**config.mk**
```make
export PLATFORM = sky130hd
export DESIGN_NAME = vm2_bctl
export DESIGN_NICKNAME = d
export VERILOG_FILES = /design/src/rtl/vm2_bctl.sv
export SDC_FILE = /design/constraint.sdc
export NUM_CORES = 1
export LEC_CHECK = 0
export CAP_MARGIN = 20
export CORE_MARGIN = 2
export CORE_UTILIZATION = 40
export DETAILED_ROUTE_END_ITERATION = 10
export SETUP_SLACK_MARGIN = 0.15
export SLEW_MARGIN = 20
export SYNTH_ARGS = -nofsm -noshare
export SYNTH_HDL_FRONTEND = slang
export SYNTH_SLANG_ARGS = --single-unit
```
**constraint.sdc**
```tcl
create_clock -name MCLK -period 2.4 [get_ports MCLK]
set_clock_uncertainty 0.15 [all_clocks]
set_input_delay 0.48 -clock MCLK [delete_from_list [all_inputs] [get_ports MCLK]]
set_output_delay 0.48 -clock MCLK [all_outputs]
set_load 0.005 [all_outputs]
```
**src/rtl/vm2_bctl.sv**
```systemverilog
// Bus buffer controller for a VM2-style processor: steers the high/low data
// buffer enables and direction from the CPU strobes, with dead time and reply timeout.
module vm2_bctl #(
    parameter int DEAD = 2,
    parameter int TOUT = 64
) (
    input  logic       MCLK,
    input  logic       RESET,
    input  logic       nSYNC,
    input  logic       nDIN,
    input  logic       nDOUT,
    input  logic       nIAKO,
    input  logic       nWTBT,
    input  logic       MA0,
    input  logic       nMRPLY,
    output logic       nBHE,
    output logic       nBLE,
    output logic       nMDIR,
    output logic       BERR,
    output logic       BUSY,
    output logic [2:0] dbg_state_o
);

    typedef enum logic [2:0] {
        S_IDLE, S_ADR, S_TIN, S_DATA, S_HOLD, S_TOUTB, S_FIN
    } state_t;

    localparam logic [3:0] DEAD_LAST = 4'(DEAD - 1);
    localparam logic [9:0] TOUT_LAST = 10'(TOUT - 1);

    // Strobe synchronizers; the SYNC chain resets to "asserted" so a SYNC held
    // through reset release is not mistaken for a fresh rising edge.
    logic [1:0] sync_q, din_q, dout_q, iako_q, rply_q, a0p_q, wtbt_q;

    always_ff @(posedge MCLK or posedge RESET) begin
        if (RESET) begin
            sync_q <= 2'b00;
            din_q  <= 2'b11;
            dout_q <= 2'b11;
            iako_q <= 2'b11;
            rply_q <= 2'b11;
            a0p_q  <= 2'b00;
            wtbt_q <= 2'b11;
        end else begin
            sync_q <= {sync_q[0], nSYNC};
            din_q  <= {din_q[0], nDIN};
            dout_q <= {dout_q[0], nDOUT};
            iako_q <= {iako_q[0], nIAKO};
            rply_q <= {rply_q[0], nMRPLY};
            a0p_q  <= {a0p_q[0], MA0};
            wtbt_q <= {wtbt_q[0], nWTBT};
        end
    end

    logic s_sync, s_din, s_dout, s_iako, s_rply;
    assign s_sync = ~sync_q[1];
    assign s_din  = ~din_q[1];
    assign s_dout = ~dout_q[1];
    assign s_iako = ~iako_q[1];
    assign s_rply = ~rply_q[1];

    state_t     state_q, state_d;
    logic [3:0] dead_q, dead_d;
    logic [9:0] tout_q, tout_d;
    logic       a0_q, a0_d, byte_q, byte_d, rd_q, rd_d;
    logic       sync_prev_q;
    logic       nbhe_q, nbhe_d, nble_q, nble_d, nmdir_q, nmdir_d;
    logic       berr_q, berr_d, busy_q, busy_d;
    logic       dead_done, strobes_idle;

    assign dead_done    = (dead_q >= DEAD_LAST);
    assign strobes_idle = !s_din && !s_iako && !s_dout;

    always_comb begin
        state_d = state_q;
        berr_d  = 1'b0;
        a0_d    = a0_q;
        byte_d  = byte_q;
        rd_d    = rd_q;
        case (state_q)
            S_IDLE: begin
                if (s_sync && !sync_prev_q) begin
                    state_d = S_ADR;
                    a0_d    = a0p_q[1];
                    byte_d  = ~wtbt_q[1];
                end
            end
            S_ADR: begin
                if (!s_sync) begin
                    state_d = S_FIN;
                end else if (s_din || s_iako) begin
                    state_d = S_TIN;
                    rd_d    = 1'b1;
                end else if (s_dout) begin
                    state_d = S_DATA;
                    rd_d    = 1'b0;
                end
            end
            S_TIN: begin
                if (!s_sync)        state_d = S_FIN;
                else if (dead_done) state_d = S_DATA;
            end
            S_DATA: begin
                if (!s_sync) begin
                    state_d = S_FIN;
                end else if (s_rply) begin
                    state_d = S_HOLD;
                end else if (tout_q >= TOUT_LAST) begin
                    state_d = S_FIN;
                    berr_d  = 1'b1;
                end
            end
            S_HOLD: begin
                if (!s_sync)           state_d = S_FIN;
                else if (strobes_idle) state_d = S_TOUTB;
            end
            S_TOUTB: begin
                if (!s_sync)        state_d = S_FIN;
                else if (dead_done) state_d = S_ADR;
            end
            S_FIN: begin
                if (dead_done && !s_sync) state_d = S_IDLE;
            end
            default: state_d = S_IDLE;
        endcase
    end

    // Both counters restart on every state change; the timeout only advances in DATA.
    always_comb begin
        dead_d = dead_q;
        tout_d = tout_q;
        if (state_d != state_q) begin
            dead_d = 4'd0;
            tout_d = 10'd0;
        end else begin
            if (dead_q != 4'hF) dead_d = dead_q + 4'd1;
            if (state_q == S_DATA && tout_q != 10'h3FF) tout_d = tout_q + 10'd1;
        end
    end

    // Outputs are decoded from the next state so they register together with it.
    always_comb begin
        nbhe_d  = 1'b1;
        nble_d  = 1'b1;
        nmdir_d = 1'b0;
        busy_d  = (state_d != S_IDLE);
        case (state_d)
            S_ADR: begin
                nbhe_d = 1'b0;
                nble_d = 1'b0;
            end
            S_TIN: nmdir_d = 1'b1;
            S_DATA, S_HOLD: begin
                if (rd_d) begin
                    nbhe_d  = 1'b0;
                    nble_d  = 1'b0;
                    nmdir_d = 1'b1;
                end else if (!byte_d) begin
                    nbhe_d = 1'b0;
                    nble_d = 1'b0;
                end else begin
                    nbhe_d = ~a0_d;
                    nble_d = a0_d;
                end
            end
            // Direction is held until the dead time in FIN has run out.
            S_FIN: nmdir_d = (state_q == S_FIN && dead_done) ? 1'b0 : nmdir_q;
            default: ;
        endcase
    end

    always_ff @(posedge MCLK or posedge RESET) begin
        if (RESET) begin
            state_q     <= S_IDLE;
            dead_q      <= 4'd0;
            tout_q      <= 10'd0;
            a0_q        <= 1'b0;
            byte_q      <= 1'b0;
            rd_q        <= 1'b0;
            sync_prev_q <= 1'b1;
            nbhe_q      <= 1'b1;
            nble_q      <= 1'b1;
            nmdir_q     <= 1'b0;
            berr_q      <= 1'b0;
            busy_q      <= 1'b0;
        end else begin
            state_q     <= state_d;
            dead_q      <= dead_d;
            tout_q      <= tout_d;
            a0_q        <= a0_d;
            byte_q      <= byte_d;
            rd_q        <= rd_d;
            sync_prev_q <= s_sync;
            nbhe_q      <= nbhe_d;
            nble_q      <= nble_d;
            nmdir_q     <= nmdir_d;
            berr_q      <= berr_d;
            busy_q      <= busy_d;
        end
    end

    assign nBHE        = nbhe_q;
    assign nBLE        = nble_q;
    assign nMDIR       = nmdir_q;
    assign BERR        = berr_q;
    assign BUSY        = busy_q;
    assign dbg_state_o = state_q;

endmodule
```
==> run summary <==
Peak supply drop - 0.0004711 V
R2R Setup Slk - 0.17 ns
I/O Pins - 17
Initial DRC count - 67
Hold_buf cts - 0
CP max-delay cell - or4_4
Vias in the first global route - 1437
Detailed Route WL - 3816 um
RSZ-0062 raised after global routing - true
Setup TNS - 0 ns
Setup slack after layout - 0.1698 ns
Cell area after synthesis - 1921 um2
Die area - 5371 um2
Root buffer cell - clkbuf_8
Final min period - 2.230 ns
Min Hold Slack - 0.2033 ns
Non-Filler Instances - 272
Crit-path max cell delay - 0.56 ns
Total number of vias - 1471
Critical-path cell list - or4_4, a211oi_4, o22ai_2, mux2i_4, o211ai_4, buf_12, nor2_1
Clk Latency, worst-skew pair - 0.29 ns
Initial antenna violation count - 0
Leading area contributor after synthesis - dfrtp_1
Largest net degree at the start of global routing - 41
First-pass GRT wire length - 6699 um
Final worst path period share - 0.9292
Row cnt - 25
Avg WL per Cell - 14.03 um
Critical path endpoint category - flop
DP HPWL - 2627 um
Final setup fails - 0
Number of standard cells after synthesis - 178
Worst endpoint required time - 2.47 ns
Layout Area Growth over Synthesis - 30.75%
Status - complete, no violations
Syn avg cell area - 10.79 um2
Worst-path clk slew - 0.08 ns
Final hold vios - 0
Overall routing resource usage - 0.1626
Layout cells sized above 1 - 0.3578
Pre-CTS WS - 0.02416 ns
Netlist cell types - 49
Post-DP Area - 2196 um2
Synth area leaders - dfrtp_1, dfstp_2, nor2_1
Stages on worst setup path - 7
Worst Path Buf+Inv - 1
Tot Pwr - 3.180 mW
CTS tree - built
Placed Cells incl. Taps - 254
Synthesized Nets - 191
Reg2reg end - tout_q[2]
Max Fanout on Critical Path - 10
Most frequent cells in the layout - dfrtp_1, buf_4, nor2_1
FF+latch count, synth - 40
Leak - 1.050 nW
Final core occ - 0.5388
NumNets Final - 230
Slew Viols, Final - 0
Design area - 2511 um2
Arrival @ worst endpoint - 2.30 ns
Reg2reg start - tout_q[9]
CTS sink count - 40
Crit. Startpoint - tout_q[9]
Global route overflow - 0
Residual DRC count - 0
Placer Congestion - 0.8519
Crit start category - flop
Chip height - 73.29 um
Post-synth ARST share - 1.000
1st-pass router iterations - 4
Number of H-tree levels - 2
Inserted Diodes - 0
Pwr Density - 1266 nW/um2
CP Capture Point - tout_q[2]
Clk buf depth - 2
CP Class - flop to flop
Core Box Area - 4661 um2
Top-area cell type share of the netlist area - 0.3518
Commonest register cell after synthesis - dfrtp_1
DRT antenna net count - 0
Seq/Total Area, Yosys - 0.5296
IO buf count - 16
Register-to-Register Path Depth - 7
EDFF count, synth - 0
Max_cap viols - 0
Max Freq - 448.4 MHz
Commonest non-fill, non-tap cell in the layout - dfrtp_1
Warnings, synthesis - 0
Worst Max-Slew Pin Slew - 0.6265 ns
Initial Util - 0.4121
HP Start - a0p_q[0]
Worst hold path class - flop to flop
Chip width - 73.29 um
Via/cell ratio - 5.408
Crit path max-delay family - simple AND/OR/NAND/NOR gates
Total CTS buffers - 5
Slew headroom - 0.5779
Fill count - 414
how the worst min path moves through the flow:
stage | end | slack (ns) | depth (start not counted)
2_1_floorplan | a0p_q[1] | 0.18 | 0
3_3_place_gp | a0p_q[1] | 0.18 | 0
3_5_place_dp | a0p_q[1] | 0.19 | 0
4_1_cts | a0p_q[1] | 0.21 | 0
5_1_grt | sync_q[1] | 0.21 | 0
6_report | a0p_q[1] | 0.20 | 0
sequential cells by signal (all words and copies together), names as in the netlist:
name         cells
tout_q          10
rd_q             1
nBLE             1
wtbt_q           2
iako_q           2
din_q            2
BERR             1
BUSY             1
dead_q           4
byte_q           1
nBHE             1
rply_q           2
a0_q             1
dbg_state_o      3
sync_prev_q      1
dout_q           2
sync_q           2
nMDIR            1
a0p_q            2
synthesized netlist by cell type (2+ instances only):
| master | number |
|---|---|
| a21oi_1 | 5 |
| dfstp_2 | 13 |
| buf_6 | 2 |
| buf_2 | 4 |
| o211ai_1 | 3 |
| inv_1 | 6 |
| nor2_1 | 21 |
| o21ai_0 | 4 |
| xnor2_1 | 3 |
| ha_1 | 4 |
| or3b_2 | 2 |
| a2bb2oi_1 | 3 |
| and3_1 | 3 |
| a31oi_1 | 6 |
| or2_2 | 2 |
| nor3_1 | 5 |
| nand2_1 | 15 |
| and2_1 | 2 |
| xor2_1 | 6 |
| mux2i_1 | 4 |
| nand3_1 | 8 |
| nand2b_1 | 4 |
| dfrtp_1 | 27 |
power breakdown:
group	switching, mW	internal (mW)
registers	0.0942	0.808
clock network	0.233	0.308
logic	0.845	0.892
total	1.17	2.01
cell type report:
class,count,area [um2],area share
well taps,54,67.56,0.02691
clock buffers,5,68.82,0.02740
flip-flops and latches,40,1018,0.4056
clock inverters,3,42.54,0.01694
repair buffers,38,341.6,0.1360
multi-input cells,125,945.9,0.3767
inverters,7,26.28,0.01046
kinds of logic after synthesis:
group           after synthesis  synth area share
buf+inv                      13           0.03583
simple gates                 73            0.2039
xor+xnor                      9           0.04104
flops                        40            0.5296
compound gates               34            0.1368
mux                           5           0.02671
fa+ha+maj                     4           0.02606
what timing repair did:
action	in CTS	in global routing
pin swaps	1	8
setup endpoints to repair	16	15
buffers inserted	2	8
gates resized for setup	3	25
metal layers:
layer,track usage,wire length [um]
met4,0.05051,12
met1,0.2108,1723
met5,0,0
met3,0.04527,141
met2,0.2653,1937
Note: power is estimated with default switching activity, not from simulation.
